$ cat src/rtl/biss_c_master.sv
// biss_c_master: BiSS-C master for one stepper slot.
// Drives the MA clock, frames SLO into position/nE/nW/CRC6, and publishes a
// CRC-checked position word. Every frame is started by a request and guarded
// by ACK/START/RECOVER timeouts.
//
// Ports
//   clk          system clock
//   resetn       async active-low reset
//   enable       slot is in BiSS mode; low aborts the frame and parks MA high
//   start        1-cycle frame request, ignored while busy
//   slo_in       encoder data line, asynchronous to clk
//   ma_out       encoder clock line
//   busy         frame in progress (state other than IDLE)
//   frame_valid  1-cycle pulse, new CRC-good frame latched
//   position     last CRC-good position
//   err_n        last CRC-good nE bit
//   warn_n       last CRC-good nW bit
//   crc_err      1-cycle pulse, frame received with CRC mismatch
//   timeout_err  1-cycle pulse, ACK/START/RECOVER timeout
//
// state   | meaning
// IDLE    | MA parked high, waiting for start with SLO high
// ACK     | clocking MA, waiting for SLO low (acknowledge)
// START   | waiting for SLO high (start bit)
// CDS     | one control bit, discarded
// DATA    | position, nE, nW shifted in and fed to CRC6
// CRC     | six inverted CRC bits captured
// DONE    | compare CRC, publish or flag the frame
// RECOVER | MA high, waiting for the slave to release SLO
module biss_c_master #(
  parameter int CLK_DIV     = 30,
  parameter int POS_BITS    = 26,
  parameter int ACK_MAX     = 16,
  parameter int TIMEOUT_CYC = 4000
) (
  input  logic                clk,
  input  logic                resetn,
  input  logic                enable,
  input  logic                start,
  input  logic                slo_in,
  output logic                ma_out,
  output logic                busy,
  output logic                frame_valid,
  output logic [POS_BITS-1:0] position,
  output logic                err_n,
  output logic                warn_n,
  output logic                crc_err,
  output logic                timeout_err
);

  localparam int FW = POS_BITS + 2;
  localparam int DW = (CLK_DIV > 1) ? $clog2(CLK_DIV) : 1;
  localparam int RW = $clog2(TIMEOUT_CYC);
  localparam int BW = 8;
  localparam logic [DW-1:0] DIV_LOAD   = DW'(CLK_DIV - 1);
  localparam logic [RW-1:0] REC_LOAD   = RW'(TIMEOUT_CYC - 1);
  localparam logic [RW-1:0] REC_SETTLE = RW'(TIMEOUT_CYC - 3);
  localparam logic [BW-1:0] ACK_LAST   = BW'(ACK_MAX - 1);
  localparam logic [BW-1:0] DATA_LAST  = BW'(FW - 1);
  localparam logic [BW-1:0] CRC_LAST   = BW'(5);

  typedef enum logic [2:0] {
    S_IDLE, S_ACK, S_START, S_CDS, S_DATA, S_CRC, S_DONE, S_RECOVER
  } state_t;

  state_t          state, state_nx;
  logic            slo_meta, slo_sync;
  logic [DW-1:0]   div_cnt;
  logic [BW-1:0]   bit_cnt;
  logic [RW-1:0]   rec_cnt;
  logic [FW-1:0]   data_sr;
  logic [5:0]      rx_crc, crc, crc_step;
  logic            running, tc, rise, slo_ready, crc_fb, crc_ok;
  logic            ma_d, fv_d, ce_d, to_d;

  always_ff @(posedge clk or negedge resetn) begin
    if (!resetn) begin
      slo_meta <= 1'b1;
      slo_sync <= 1'b1;
    end else begin
      slo_meta <= slo_in;
      slo_sync <= slo_meta;
    end
  end

  assign running  = (state == S_ACK) || (state == S_START) || (state == S_CDS) ||
                    (state == S_DATA) || (state == S_CRC);
  assign tc       = (div_cnt == '0);
  // Sample point: the clk cycle in which MA is about to go 0->1.
  assign rise     = running && tc && !ma_out;
  // The synchronizer still shows the last CRC bit during the first RECOVER
  // cycles, so the release of SLO is only trusted after it has flushed.
  assign slo_ready = slo_sync && (rec_cnt <= REC_SETTLE);
  assign crc_fb   = slo_sync ^ crc[5];
  assign crc_step = {crc[4:0], 1'b0} ^ (crc_fb ? 6'h03 : 6'h00);
  assign crc_ok   = (crc == ~rx_crc);
  assign busy     = (state != S_IDLE);

  always_ff @(posedge clk or negedge resetn) begin
    if (!resetn) state <= S_IDLE;
    else         state <= state_nx;
  end

  always_comb begin
    state_nx = state;
    case (state)
      S_IDLE:    if (start && enable && slo_sync) state_nx = S_ACK;
      S_ACK:     if (rise) begin
                   if (!slo_sync)                  state_nx = S_START;
                   else if (bit_cnt == ACK_LAST)   state_nx = S_RECOVER;
                 end
      S_START:   if (rise) begin
                   if (slo_sync)                   state_nx = S_CDS;
                   else if (bit_cnt == ACK_LAST)   state_nx = S_RECOVER;
                 end
      S_CDS:     if (rise) state_nx = S_DATA;
      S_DATA:    if (rise && (bit_cnt == DATA_LAST)) state_nx = S_CRC;
      S_CRC:     if (rise && (bit_cnt == CRC_LAST))  state_nx = S_DONE;
      S_DONE:    state_nx = S_RECOVER;
      S_RECOVER: if (slo_ready || (rec_cnt == '0)) state_nx = S_IDLE;
      default:   state_nx = S_IDLE;
    endcase
    if (!enable) state_nx = S_IDLE;
  end

  always_comb begin
    ma_d = ma_out;
    if ((state_nx == S_IDLE) || (state_nx == S_DONE) || (state_nx == S_RECOVER))
      ma_d = 1'b1;
    else if (running && tc)
      ma_d = ~ma_out;
    to_d = 1'b0;
    if (enable) begin
      case (state)
        S_ACK:     to_d = rise && slo_sync && (bit_cnt == ACK_LAST);
        S_START:   to_d = rise && !slo_sync && (bit_cnt == ACK_LAST);
        S_RECOVER: to_d = !slo_ready && (rec_cnt == '0);
        default:   to_d = 1'b0;
      endcase
    end
    fv_d = enable && (state == S_DONE) && crc_ok;
    ce_d = enable && (state == S_DONE) && !crc_ok;
  end

  always_ff @(posedge clk or negedge resetn) begin
    if (!resetn) begin
      ma_out      <= 1'b1;
      div_cnt     <= DIV_LOAD;
      bit_cnt     <= '0;
      rec_cnt     <= REC_LOAD;
      data_sr     <= '0;
      rx_crc      <= '0;
      crc         <= '0;
      frame_valid <= 1'b0;
      crc_err     <= 1'b0;
      timeout_err <= 1'b0;
      position    <= '0;
      err_n       <= 1'b1;
      warn_n      <= 1'b1;
    end else begin
      ma_out      <= ma_d;
      frame_valid <= fv_d;
      crc_err     <= ce_d;
      timeout_err <= to_d;
      div_cnt     <= (!running || tc) ? DIV_LOAD : div_cnt - 1'b1;
      rec_cnt     <= (state == S_RECOVER) ? rec_cnt - 1'b1 : REC_LOAD;
      if (state_nx != state) bit_cnt <= '0;
      else if (rise)         bit_cnt <= bit_cnt + 1'b1;
      if (state == S_IDLE) crc <= '0;
      if (rise && (state == S_DATA)) begin
        data_sr <= {data_sr[FW-2:0], slo_sync};
        crc     <= crc_step;
      end
      if (rise && (state == S_CRC)) rx_crc <= {rx_crc[4:0], slo_sync};
      if (fv_d) begin
        position <= data_sr[FW-1:2];
        err_n    <= data_sr[1];
        warn_n   <= data_sr[0];
      end
    end
  end

endmodule

$ cat config.mk
export PLATFORM = sky130hd
export DESIGN_NAME = biss_c_master
export DESIGN_NICKNAME = d
export VERILOG_FILES = /design/src/rtl/biss_c_master.sv
export SDC_FILE = /design/constraint.sdc
export NUM_CORES = 1
export LEC_CHECK = 0
export ABC_CLOCK_PERIOD_IN_PS = 3200
export CORE_ASPECT_RATIO = 1.5
export CORE_UTILIZATION = 58
export DETAILED_ROUTE_END_ITERATION = 10
export HOLD_SLACK_MARGIN = 0.1
export PLACE_DENSITY = 0.8
export SETUP_SLACK_MARGIN = 0.15
export SYNTH_ARGS = -nofsm -noshare
export SYNTH_HDL_FRONTEND = slang
export SYNTH_SLANG_ARGS = --single-unit
$ cat constraint.sdc
create_clock -name clk -period 3.2 [get_ports clk]
set_clock_uncertainty 0.1 [all_clocks]
set_input_delay 0.32 -clock clk [delete_from_list [all_inputs] [get_ports clk]]
set_output_delay 0.32 -clock clk [all_outputs]
set_load 0.01 [all_outputs]
==> results.json <==
{
  "hold_violations": 0,
  "core_area_sq_um": 7660,
  "power_w": 0.00238,
  "grt_use_total_pct": 24.3,
  "synth_top_cell_by_area": "dfrtp_1",
  "max-clock-path-buffers": 2,
  "p_seq_share_pct": 54.6,
  "num_vias": 3274,
  "die_y_um": 111,
  "yosys_warnings": 0,
  "p_clk_share_pct": 42.4,
  "worst_pin_slew_ps": 709,
  "finalSetupViolCount": 0,
  "root_buffer": "clkbuf_16",
  "numClockSinks": 102,
  "rr_worst_depth": 10,
  "port-buffer-count": 37,
  "synthCells": 434,
  "num_io_pins": 38,
  "pwr_density_cell_nw_per_um2": 438,
  "h-tree-depth": 3,
  "hpwl_um": 5910,
  "cts_tree": "yes",
  "dieArea_sq_um": 8350,
  "holdCritPathClass": "reg2reg",
  "dr_wl_met3_um": 370,
  "r2r-start": "div_cnt[1]",
  "grt_pass1_wl_um": 15300,
  "dr.max_layer_used": "met4",
  "holdPathEnd": "slo_sync",
  "crit_path_top_delay_cell": "or4b_4",
  "via_per_inst": 5.63,
  "synth_seq_cells": 102,
  "wl_um": 9110,
  "cp-start-kind": "flip-flop",
  "async_reset_ff_share_pct": 100,
  "mappedNetlistNets": 445,
  "synthToLayoutAreaGrowth_pct": 17.4,
  "final_nets": 486,
  "p_int_w": 0.00185,
  "synth_seq_area_share_pct": 55.6,
  "period_share_pct": 89.1,
  "path_clk_slew_ps": 70,
  "switching_share_pct": 22.4,
  "synth.distinct_cells": 59,
  "r2r_end": "bit_cnt[1]",
  "synth_common_cells": "122 x nand2_1, 83 x dfrtp_1, 28 x mux2_2, 19 x dfstp_2",
  "p_comb_share_pct": 3.0,
  "vdd_drop_max_mv": 0.390,
  "drt_first_pass_iters": 4,
  "yosys.area.top_type_share_pct": 44.9,
  "diodes": 0,
  "ys.flop_type": "dfrtp_1",
  "drv_slew": 0,
  "worstSetupPathType": "reg2reg",
  "finalSetupTns_ps": 0,
  "yosysMostFrequentCell": "nand2_1",
  "cp.required_ps": 3340,
  "row_count": 39,
  "grt_max_degree": 58,
  "slew_headroom_pct": 52.8,
  "synth.top_cells.by_area": "dfrtp_1 45%, dfstp_2 11%, nand2_1 9.9%",
  "cp.arrival_ps": 2990,
  "dieWidth_um": 74.9,
  "syn_avg_cell_area_sq_um": 10.7,
  "r2r_slack_ps": 350,
  "antenna_found_initial": 0,
  "max_cap_viol_count": 0,
  "grt_pass1_vias": 3317,
  "nFillCells": 553,
  "cts_setup_buffers": 0,
  "drt-initial-drc-count": 280,
  "outcome": "finished, final reports clean",
  "ant_nets": 0,
  "synth-edff-count": 0,
  "worstPathMaxFanout": 8,
  "met2WireLength_um": 4690,
  "p_sw_w": 0.000533,
  "leakagePower_nw": 2.56,
  "grt_setup_unrepaired": "false",
  "routabilityCongestion": 0.895,
  "drive_gt1_share_pct": 18.8,
  "drc_errors": 0,
  "insertion_delay_ps": 350,
  "holdCritStartpoint": "slo_meta",
  "wl_met1_um": 3730,
  "whs_path_depth": 0,
  "slowest_delay_ps": 460,
  "initial_utilization_pct": 60.4,
  "wl_per_cell_um": 15.7,
  "syn_area_sq_um": 4630,
  "period_needed_ps": 2850,
  "cts_buffers": 9,
  "gr-total-overflow": 0,
  "fmax_mhz": 351,
  "cp-end-kind": "flip-flop",
  "path_cells": "inv_1 > ha_1 > or4b_4 > buf_4 > nor2_1 > o21bai_1 > a22oi_2 > a31oi_1 > o221a_4 > a2111oi_4"
}
registers in the layout (all words and copies together), names as in the netlist, 3 cells and up:
| name | flops |
|---|---|
| state | 3 |
| position | 26 |
| bit_cnt | 8 |
| data_sr | 28 |
| rx_crc | 6 |
| crc | 6 |
| div_cnt | 5 |
| rec_cnt | 12 |
cells in the final DEF (no fill, tap or decap), types with 6 or more instances in the layout:
cell type,Yosys,routed
and3_1,6,6
buf_4,1,11
clkbuf_16,0,9
clkdlybuf4s50_1,0,36
dfrtp_1,83,83
dfstp_2,19,19
ha_1,6,6
inv_1,7,7
mux2_1,6,6
mux2_2,28,28
nand2_1,122,122
nand3_1,14,14
nand4_1,6,6
nor2_1,15,15
nor3_1,14,13
o21ai_0,8,8
xnor2_1,14,14
xor2_1,12,12
power groups by stage:
stage	clock network, W	logic (W)	registers, W
after floorplan	0	0.0000292	0.00132
after global placement	0	0.0000706	0.00132
after detailed placement	0	0.0000716	0.00132
after CTS	0.00103	0.0000730	0.00130
after global routing	0.00108	0.0000814	0.00130
final	0.00101	0.0000717	0.00130
routing by layer:
metal / up-vias / GRT usage (%)
li1: 1547 / -
met1: 1602 / 29.6
met2: 93 / 39.5
met3: 32 / 4.80
met4: 0 / 13.5
met5: - / 0
critical path: cells and delay by family (launching register included):
| family | cells | cell delay [ps] |
|---|---|---|
| flops | 1 | 380 |
| buf+inv | 2 | 260 |
| simple gates | 2 | 670 |
| fa+ha+maj | 1 | 130 |
| compound gates | 5 | 1200 |
logic make-up after synthesis:
family                   count (synthesis)  share of synthesized area (%)
flip-flops                             102                           55.6
adder cells (fa/ha/maj)                  6                           1.62
buffers and inverters                   26                           2.22
AND/OR/NAND/NOR                        205                           20.8
XOR/XNOR                                27                           5.27
multiplexers                            35                           8.49
AO/OA/AOI/OAI                           33                           5.97
metrics by stage:
stage               utilization [%]  worst slack [ps]  cells  hold WS, ps  area (sq um)
floorplan                         -               516    434        -75.6          4630
global placement               67.2               391    565          247          5150
detailed placement             67.2               332    565          252          5150
CTS                            70.9               302    582          262          5430
global route                   71.0               164    582          264          5440
finish                         71.0               349    582          260          5440
cell type report:
cell class,count,area [sq um],area share (%)
clock buffer,10,229,4.21
inverter,7,26.3,0.483
tap,102,128,2.35
timing repair buffer,49,473,8.70
sequential,102,2580,47.4
multi-input combinational,306,1960,36.0
clock inverter,6,45.0,0.829
how the worst max path moves through the flow:
stage               startpoint          to  slack, ps  cells past startpoint
finish              div_cnt[1]  bit_cnt[1]        350                     10
detailed placement  div_cnt[0]  bit_cnt[4]        330                     10
floorplan           div_cnt[0]  bit_cnt[1]        520                     10
global route        div_cnt[1]  bit_cnt[1]        160                     10
global placement    div_cnt[1]  bit_cnt[1]        390                     10
CTS                 div_cnt[0]  bit_cnt[1]        300                     10
what timing repair did:
action | 4_1_cts | 5_1_grt
resized for setup | 0 | 1
hold endpoints to repair | 45 | 0
hold buffers | 1 | 0
setup endpoints to repair | 0 | 8
(Power assumes the default switching activity.)
